### config.mk
export PLATFORM = sky130hd
export DESIGN_NAME = song_reader
export DESIGN_NICKNAME = d
export VERILOG_FILES = /design/src/rtl/song_reader_pkg.sv /design/src/rtl/song_rom.sv /design/src/rtl/song_reader.sv
export SDC_FILE = /design/constraint.sdc
export NUM_CORES = 1
export LEC_CHECK = 0
export ABC_CLOCK_PERIOD_IN_PS = 2800
export CAP_MARGIN = 20
export CORE_UTILIZATION = 56
export DETAILED_ROUTE_END_ITERATION = 6
export GPL_ROUTABILITY_DRIVEN = 0
export PLACE_DENSITY = 0.79
export SYNTH_ARGS = -nofsm -noshare
export SYNTH_HDL_FRONTEND = slang
export SYNTH_SLANG_ARGS = --single-unit
### constraint.sdc
create_clock -name clk -period 2.8 [get_ports clk]
set_input_delay 0.28 -clock clk [delete_from_list [all_inputs] [get_ports clk]]
set_output_delay 0.28 -clock clk [all_outputs]
set_load 0.02 [all_outputs]
### src/rtl/song_reader_pkg.sv
// Shared types for the song reader: note/duration widths, FSM state
// encoding and the ROM entry layout {note[11:6], duration[5:0]}.
package song_reader_pkg;

    localparam int NOTE_W  = 6;
    localparam int DUR_W   = 6;
    localparam int ENTRY_W = NOTE_W + DUR_W;

    typedef enum logic [2:0] {
        IDLE,
        FETCH,
        WAIT_ROM,
        LOAD,
        WAIT_DONE,
        END
    } state_e;

    typedef struct packed {
        logic [NOTE_W-1:0] note;
        logic [DUR_W-1:0]  dur;
    } rom_entry_t;

    function automatic rom_entry_t mk_entry(input int unsigned n,
                                            input int unsigned d);
        rom_entry_t e;
        e.note = n[NOTE_W-1:0];
        e.dur  = d[DUR_W-1:0];
        return e;
    endfunction

endpackage

### src/rtl/song_rom.sv
// Synchronous song ROM, one-cycle read latency, 12-bit {note, duration}.
// Ports: clk, addr_i = {song, index}, data_o = registered entry.
// The table below is the song_rom.hex image written out as logic so the
// ROM elaborates without an external file. Duration 0 marks end of song.
module song_rom
    import song_reader_pkg::*;
#(
    parameter int IDX_W  = 5,
    parameter int SONG_W = 2
) (
    input  logic                    clk,
    input  logic [SONG_W+IDX_W-1:0] addr_i,
    output rom_entry_t              data_o
);

    function automatic rom_entry_t lookup(input logic [SONG_W+IDX_W-1:0] a);
        int unsigned s;
        int unsigned k;
        rom_entry_t  e;
        s = 32'(a[SONG_W+IDX_W-1:IDX_W]);
        k = 32'(a[IDX_W-1:0]);
        case (s)
            0: begin
                if (k == 0)      e = mk_entry(1, 5);
                else if (k == 1) e = mk_entry(12, 3);
                else             e = mk_entry(k + 2, (k % 4) + 1);
            end
            1: begin
                if (k == 0)      e = mk_entry(7, 2);
                else if (k == 1) e = mk_entry(9, 4);
                else if (k == 2) e = mk_entry(0, 0);
                else             e = mk_entry(k, 1);
            end
            2: begin
                // entry 3 is a rest (note 0), entry 10 ends the song
                if (k == 0)       e = mk_entry(20, 6);
                else if (k == 3)  e = mk_entry(0, 4);
                else if (k == 10) e = mk_entry(0, 0);
                else              e = mk_entry(k + 20, 2);
            end
            default: e = mk_entry(63 - k, (k % 8) + 1);
        endcase
        return e;
    endfunction

    always_ff @(posedge clk) begin
        data_o <= lookup(addr_i);
    end

endmodule

### src/rtl/song_reader.sv
// Song reader: walks a song in ROM and hands each note/duration to a
// note player, one note per note_done handshake.
// Ports: clk, reset (async, active low), play, song, note_done in;
//        note, duration, new_note (pulse), song_done (pulse) out.
// Build option: SONG_READER_LOOP_EN makes a song wrap to its first note
// instead of finishing (no song_done, END unreachable).
module song_reader
    import song_reader_pkg::*;
#(
    parameter int IDX_W  = 5,
    parameter int SONG_W = 2
) (
    input  logic              clk,
    input  logic              reset,
    input  logic              play,
    input  logic [SONG_W-1:0] song,
    input  logic              note_done,
    output logic [NOTE_W-1:0] note,
    output logic [DUR_W-1:0]  duration,
    output logic              new_note,
    output logic              song_done
);

    state_e            state_q, state_d;
    logic [IDX_W-1:0]  idx_q, idx_d;
    logic [SONG_W-1:0] song_q, song_d;
    logic [NOTE_W-1:0] note_q, note_d;
    logic [DUR_W-1:0]  dur_q, dur_d;
    logic              done_q, done_d;
    logic              finish;
    rom_entry_t        rom_q;

    song_rom #(
        .IDX_W  (IDX_W),
        .SONG_W (SONG_W)
    ) u_rom (
        .clk    (clk),
        .addr_i ({song_q, idx_q}),
        .data_o (rom_q)
    );

    always_comb begin
        state_d  = state_q;
        idx_d    = idx_q;
        song_d   = song_q;
        note_d   = note_q;
        dur_d    = dur_q;
        new_note = 1'b0;
        finish   = 1'b0;
        // a new song selection overrides whatever the reader was doing
        if (state_q != IDLE && song != song_q) begin
            song_d  = song;
            idx_d   = '0;
            state_d = play ? FETCH : IDLE;
        end else begin
            unique case (state_q)
                IDLE: begin
                    if (play) begin
                        song_d  = song;
                        idx_d   = '0;
                        state_d = FETCH;
                    end
                end
                FETCH: begin
                    if (play) state_d = WAIT_ROM;
                end
                WAIT_ROM: begin
                    if (play) begin
                        if (rom_q.dur == '0) begin
                            finish = 1'b1;
                        end else begin
                            note_d  = rom_q.note;
                            dur_d   = rom_q.dur;
                            state_d = LOAD;
                        end
                    end
                end
                LOAD: begin
                    if (play) begin
                        new_note = 1'b1;
                        state_d  = WAIT_DONE;
                    end
                end
                WAIT_DONE: begin
                    // advances even when paused; the stall happens at FETCH
                    if (note_done) begin
                        if (idx_q == '1) begin
                            finish = 1'b1;
                        end else begin
                            idx_d   = idx_q + 1'b1;
                            state_d = FETCH;
                        end
                    end
                end
                END: begin
                end
                default: state_d = IDLE;
            endcase
        end
        if (finish) begin
`ifdef SONG_READER_LOOP_EN
            idx_d   = '0;
            state_d = FETCH;
`else
            state_d = END;
`endif
        end
        done_d = (state_d == END) && (state_q != END);
    end

    always_ff @(posedge clk or negedge reset) begin
        if (!reset) begin
            state_q <= IDLE;
            idx_q   <= '0;
            song_q  <= '0;
            note_q  <= '0;
            dur_q   <= '0;
            done_q  <= 1'b0;
        end else begin
            state_q <= state_d;
            idx_q   <= idx_d;
            song_q  <= song_d;
            note_q  <= note_d;
            dur_q   <= dur_d;
            done_q  <= done_d;
        end
    end

    assign note      = note_q;
    assign duration  = dur_q;
    assign song_done = done_q;

endmodule

Word level (Yosys, flattened, before mapping)
Cells that the tools add are included.
Storage, ports and cells
  register bits: 35
  logic and storage cells: 84
Cells by class
  $add $sub $neg: 6
  equal/unequal tests: 18
  muxes and demuxes: 37
  bitwise operators: 2
  reduce and logical (&&, ||, !) cells: 13
Operators by type and width (number)
  12-bit two-way mux: 7
  12-bit case mux with 3 select lines: 1
  3-bit two-way mux: 9
  5-bit two-way mux: 4
  3-bit case mux with 6 select lines: 1
  3-bit inequality test, second input constant: 4
  11-bit two-way mux: 1
  5-bit by 2-bit equality test with 1-bit output, second input constant: 2
  5-bit case mux with 2 select lines: 1
  3-bit equality test, second input constant: 3
  1-bit two-way mux: 9
  4-bit AND reduction: 2
  5-bit by 2-bit adder with 6-bit output, second input constant: 1
  5-bit by 5-bit adder with 6-bit output, second input constant: 1
  3-bit by 2-bit equality test with 1-bit output, second input constant: 2
  6-bit logical NOT: 1
  2-bit two-way mux: 3
  3-bit nonzero test: 2
  6-bit by 5-bit subtractor with 6-bit output, first input constant: 1
  5-bit by 1-bit adder with 5-bit output, second input constant: 1
  5-bit by 1-bit equality test with 1-bit output, second input constant: 1
  5-bit by 4-bit equality test with 1-bit output, second input constant: 1
  5-bit equality test, second input constant: 1
  5-bit logical NOT: 1
  13 further kinds: 16

Logic depth before layout (Yosys ltp)
Gate-level depths: netlist (run 1).
  depth in word-level cells: 8
  depth in mapped cells: 8
  depth with buffers taken out: 7

By module
Synthesis (run 1) repeated with hierarchy kept, for this count alone.
Second synthesis, totals
  cell total of the unflattened synthesis: 212
  area total of the unflattened synthesis: 2143.3 sq um
Modules (own cells, without submodules)
  song_reader: instances 1, cells each 108, area an instance 1305.0 sq um, sequential area each 575.6 sq um
  song_rom: instances 1, cells each 104, area an instance 838.3 sq um, sequential area each 200.2 sq um

Worst setup path before layout (run 1)
Ideal clock, no wire load.
  kind: register to register
  from: reg idx_q[0]
  to: reg idx_q[3]
  data arrival time: 1926 ps
  setup slack: 749 ps
  cell stages (with the launch flop): 8
  cells stage by stage: dfrtp_1 -> ha_1 -> and2_1 -> ha_1 -> nor2b_1 -> o21ai_0 -> a211oi_1 -> mux2_2
On the way
  cells in the longest elaborated chain, start to end: 5
  elaborated cells between the ends (all ways): 8
  those cells by class: add/sub: 1; eq/ne: 2; mux: 4; reduce/logical: 1
Ends and longest elaborated chain
  start, declared: line song_reader.sv:25  | logic [IDX_W-1:0] idx_q, idx_d;
  start signal, assigned: line song_reader.sv:121  | idx_q <= idx_d;
  5-bit by 1-bit adder with 5-bit output: line song_reader.sv:90  | idx_d = idx_q + 1'b1;
  5-bit two-way mux: line song_reader.sv:87  | if (idx_q == '1) begin
  5-bit two-way mux: line song_reader.sv:86  | if (note_done) begin
  5-bit case mux with 2 select lines: line song_reader.sv:56  | unique case (state_q)
  5-bit two-way mux: line song_reader.sv:51  | if (state_q != IDLE && song != song_q) begin
Parallel ways exist; a longest one is shown, timed or not. The select of a mux whose other input is x is not followed.
A chain may end at the register's enable or synchronous reset.

Final worst setup path (run 1)
  from: reg song_q[1]
  to: out new_note
On the way
  cells in the longest elaborated chain, start to end: 3
Ends and longest elaborated chain
  start, declared: line song_reader.sv:26  | logic [SONG_W-1:0] song_q, song_d;
  start signal, assigned: line song_reader.sv:122  | song_q <= song_d;
  2-bit inequality test: line song_reader.sv:51
  1-bit logical AND: line song_reader.sv:51
  1-bit two-way mux: line song_reader.sv:51
  end, declared: line song_reader.sv:20  | output logic new_note,
No other way between the ends.

==> results.txt, run 1 <==
The run finished with clean final reports. Initial core utilization: 0.6092. The largest net degree at the start of global routing was 22. The power density relative to cell area was 900.9 nW/µm².

Endpoint class of the critical path: an output port. The smallest hold slack was 0.4635 ns. Data on the critical path is required at its endpoint by 2.52 ns. The busiest layer in global routing is met2. The maximum net fanout on the critical path works out to 14.

The category of the most critical setup path was reg -> out. The first TritonRoute pass finished after 6 iterations. The share of the clock period used by the worst path after layout was 0.9464; the delay of the slowest cell on the worst path was 0.60 ns. For this design the top-level I/O count stands at 20. The completed layout was analyzed and its total power is 1.949 mW.

Total buffers and inverters traversed by the critical path: 1. The routed design could run at a clock period as short as 2.650 ns. The share of the synthesized area in the top cell type was 0.2758; the floorplan die area was 3640 µm². Final worst slack: 0.1500 ns. Leaving out fill and tap cells, the most frequent cell in the layout is sky130_fd_sc_hd__dfrtp_1. The dominant register cell in the synthesized netlist is sky130_fd_sc_hd__dfrtp_1.

The mean routed wirelength per cell works out to 16.56 µm. The logs give 0.06610 for the met3 layer usage reported by global route and 0.01218 ns for the post-route clock skew. The run gives 0.0006053 V as the worst voltage drop across the vdd grid. The number of synthesized flops with an enable pin was 0. The synthesized design contains 31 register bits. The tools report the global-route total usage across every layer as 0.2589. The first routing iteration left 118 violations. The total grt overflow came out at 0. The detail-routed via count per cell was 6.484. TritonCTS built the clock tree. The post-synthesis async set-or-reset flop share works out to 0.6774. The per-instance average area after synthesis is 9.528 µm², and the placed instance count is 250.

For this block, the routed nets add up to 4273 µm of wire. The largest individual stage delay along the critical path comes from the cell sky130_fd_sc_hd__clkdlybuf4s50_1. The Yosys step of the flow raised 0 warnings. The signal on the critical path passes through xnor2_2 > and2_0 > and3_1 > clkdlybuf4s50_1. Among cell families on the critical path, the largest total delay comes from buffers and inverters.

The met1 track demand over resource is 0.3279, and the buffer depth of the longest clock path is 2. The share of synthesized area occupied by flip-flops and latches is 0.3808, and the count of unresolved DRC violations after routing is 0. The achievable clock frequency is 0.3774 GHz, and the total clock sinks is 31. The largest area contributor in the synthesized netlist is sky130_fd_sc_hd__dfrtp_1. Once detail routing completed, the nets flagged for antenna violations numbered 0. The via count of the first global-routing pass came out at 1532. After clock tree synthesis, the repair step resized 0 gates.

The source-to-sink clock delay at the later pin of the worst-skew pair is 0.33 ns, and the post-CTS setup buffer count is 0. The cell sitting at the root of the clock tree is a sky130_fd_sc_hd__clkbuf_4. The remaining max-slew budget at the tightest pin is 0.3492. The H-tree generated during clock tree synthesis spans 2 levels. The worst min-delay path category is reg -> reg. Max-cap violations in this run came to 0. The number of different library cells in the post-synthesis netlist is 54, and the via count is 1673. After routing the design area is 2163 µm². From bottom edge to top edge, the die measures 60.34 µm. The hold buffer count at CTS was 0.

Data arrives at the worst endpoint at 2.37 ns. The share of final-layout standard cells stronger than drive strength 1 is 0.1262, and the cell row count is 20. The floorplan core area was 3128 µm².

The slew of the pin with the lowest slew margin was 0.9732 ns. The gate count after technology mapping was 200. The die width was 60.34 µm; the signed area change from the synthesized netlist to the final layout was 13.53%. After detailed placement, the total cell area comes to 2077 µm².

The tools report the leakage component of the power as 0.8963 nW. The number of hold violations in the final report was 0; the end-of-flow core utilization was 0.6916. During placement, the flow inserted port buffers numbering 17. Yosys attributes the largest share of cell area to sky130_fd_sc_hd__dfrtp_1, sky130_fd_sc_hd__dfxtp_1, sky130_fd_sc_hd__mux2_2.

The combined area of all synthesized cells was 1906 µm². For the final routed database, the setup TNS stands at 0 ns. The tools report the kind of launch point of the worst setup path as a flop. In the layout the commonest cells are sky130_fd_sc_hd__dfrtp_1, sky130_fd_sc_hd__clkdlybuf4s50_1, sky130_fd_sc_hd__inv_1. The initial antenna violation count is 0, and the HPWL after detailed placement is 3076 µm. After the last flow step, the layout net total stands at 228. Setup violations remaining at the end of the flow were counted as 0. The diode insertion count for antenna repair was 0. The logs give 0.4160 for the routing usage on met2 and 0 for the total count of max-transition violations in the final report.

After clock tree synthesis, the clock-pin slew on the worst setup and hold paths is 0.10 ns. Setup repair after global routing left no endpoint under its margin. Leaving out filler cells and counting taps, the final layout contains 258. The logs give 0.3165 ns for the worst slack after detailed placement and 5 for the total CTS buffers. The tools report the first-pass GRT wire length as 6865 µm.
==> state kept, by name (all words and copies together) (netlist names) <==
signal and cells:
u_rom.data_o 10, note 6, idx_q 5, duration 4
state_q 3, song_q 2, song_done 1
==> report_power, final <==
part	internal [mW]	switching, mW
Combinational	0.377	0.499
Sequential	0.586	0.121
Clock	0.211	0.155
Total	1.17	0.775
==> path summary, 6_finish.rpt <==
check	cells after the start	endpoint	startpoint	slack [ns]
worst max register to register	7	idx_q[3]	idx_q[0]	0.39
min in group asynchronous	1	note[1]	reset	0.48
worst max-delay path	4	new_note	song_q[1]	0.15
worst min register to register	1	note[5]	u_rom.data_o[11]	0.46
max in group asynchronous	1	note[0]	reset	1.72
worst min-delay path	1	note[5]	u_rom.data_o[11]	0.46
==> synth_stat cells (2+ instances only) <==
library cell and number:
sky130_fd_sc_hd__mux2i_1 4, sky130_fd_sc_hd__nand2b_1 4, sky130_fd_sc_hd__and3_1 2, sky130_fd_sc_hd__nor3_1 3, sky130_fd_sc_hd__o211ai_1 2, sky130_fd_sc_hd__dfrtp_1 21
sky130_fd_sc_hd__nand2_1 9, sky130_fd_sc_hd__nand3b_1 3, sky130_fd_sc_hd__a21o_1 2, sky130_fd_sc_hd__mux2_2 11, sky130_fd_sc_hd__dfxtp_1 10, sky130_fd_sc_hd__o21bai_1 2
sky130_fd_sc_hd__a31oi_1 5, sky130_fd_sc_hd__clkbuf_1 8, sky130_fd_sc_hd__a211o_1 2, sky130_fd_sc_hd__a2bb2oi_1 2, sky130_fd_sc_hd__xnor2_1 4, sky130_fd_sc_hd__o32ai_1 2
sky130_fd_sc_hd__inv_1 13, sky130_fd_sc_hd__o21ai_0 10, sky130_fd_sc_hd__and3b_1 3, sky130_fd_sc_hd__nor2_1 11, sky130_fd_sc_hd__o311ai_0 2, sky130_fd_sc_hd__ha_1 9
sky130_fd_sc_hd__nand4_1 5, sky130_fd_sc_hd__a21oi_1 12, sky130_fd_sc_hd__o2111ai_1 2, sky130_fd_sc_hd__a22oi_1 2, sky130_fd_sc_hd__nor4_1 4, sky130_fd_sc_hd__buf_4 2
sky130_fd_sc_hd__nand3_1 5, sky130_fd_sc_hd__o221a_2 2
==> kinds of logic after synthesis <==
logic type | synth area share
AOI/OAI and AO/OA | 0.2239
and+or+nand+nor | 0.1615
DFF | 0.3808
buffers and inverters | 0.05975
muxes | 0.08602
adders and majority gates | 0.05909
xor gates and xnor gates | 0.02692
other | 0.001968
==> layout make-up <==
cell class | count | area (µm²)
multi-input combinational | 144 | 1070
fill | 235 | 964.7
sequential | 31 | 725.7
timing repair buffer | 18 | 177.7
tap | 44 | 55.05
clock buffer | 6 | 51.30
inverter | 13 | 48.80
clock inverter | 2 | 35.03
==> metal layers <==
layer,vias up,routed length (µm),share of wire
met3,24,389,0.091
met2,109,1998,0.47
met1,767,1727,0.40
met4,0,157,0.037
li1,773,-,-
met5,-,0,0
Note: power is estimated with default switching activity, not from simulation.
==> inputs of run 2 (changes only) <==
CAP_MARGIN = unset   (was 20)
TNS_END_PERCENT = 5   (was unset)
==> results of run 2 <==
Final layout, timing and power as in run 1 (identical DEF).
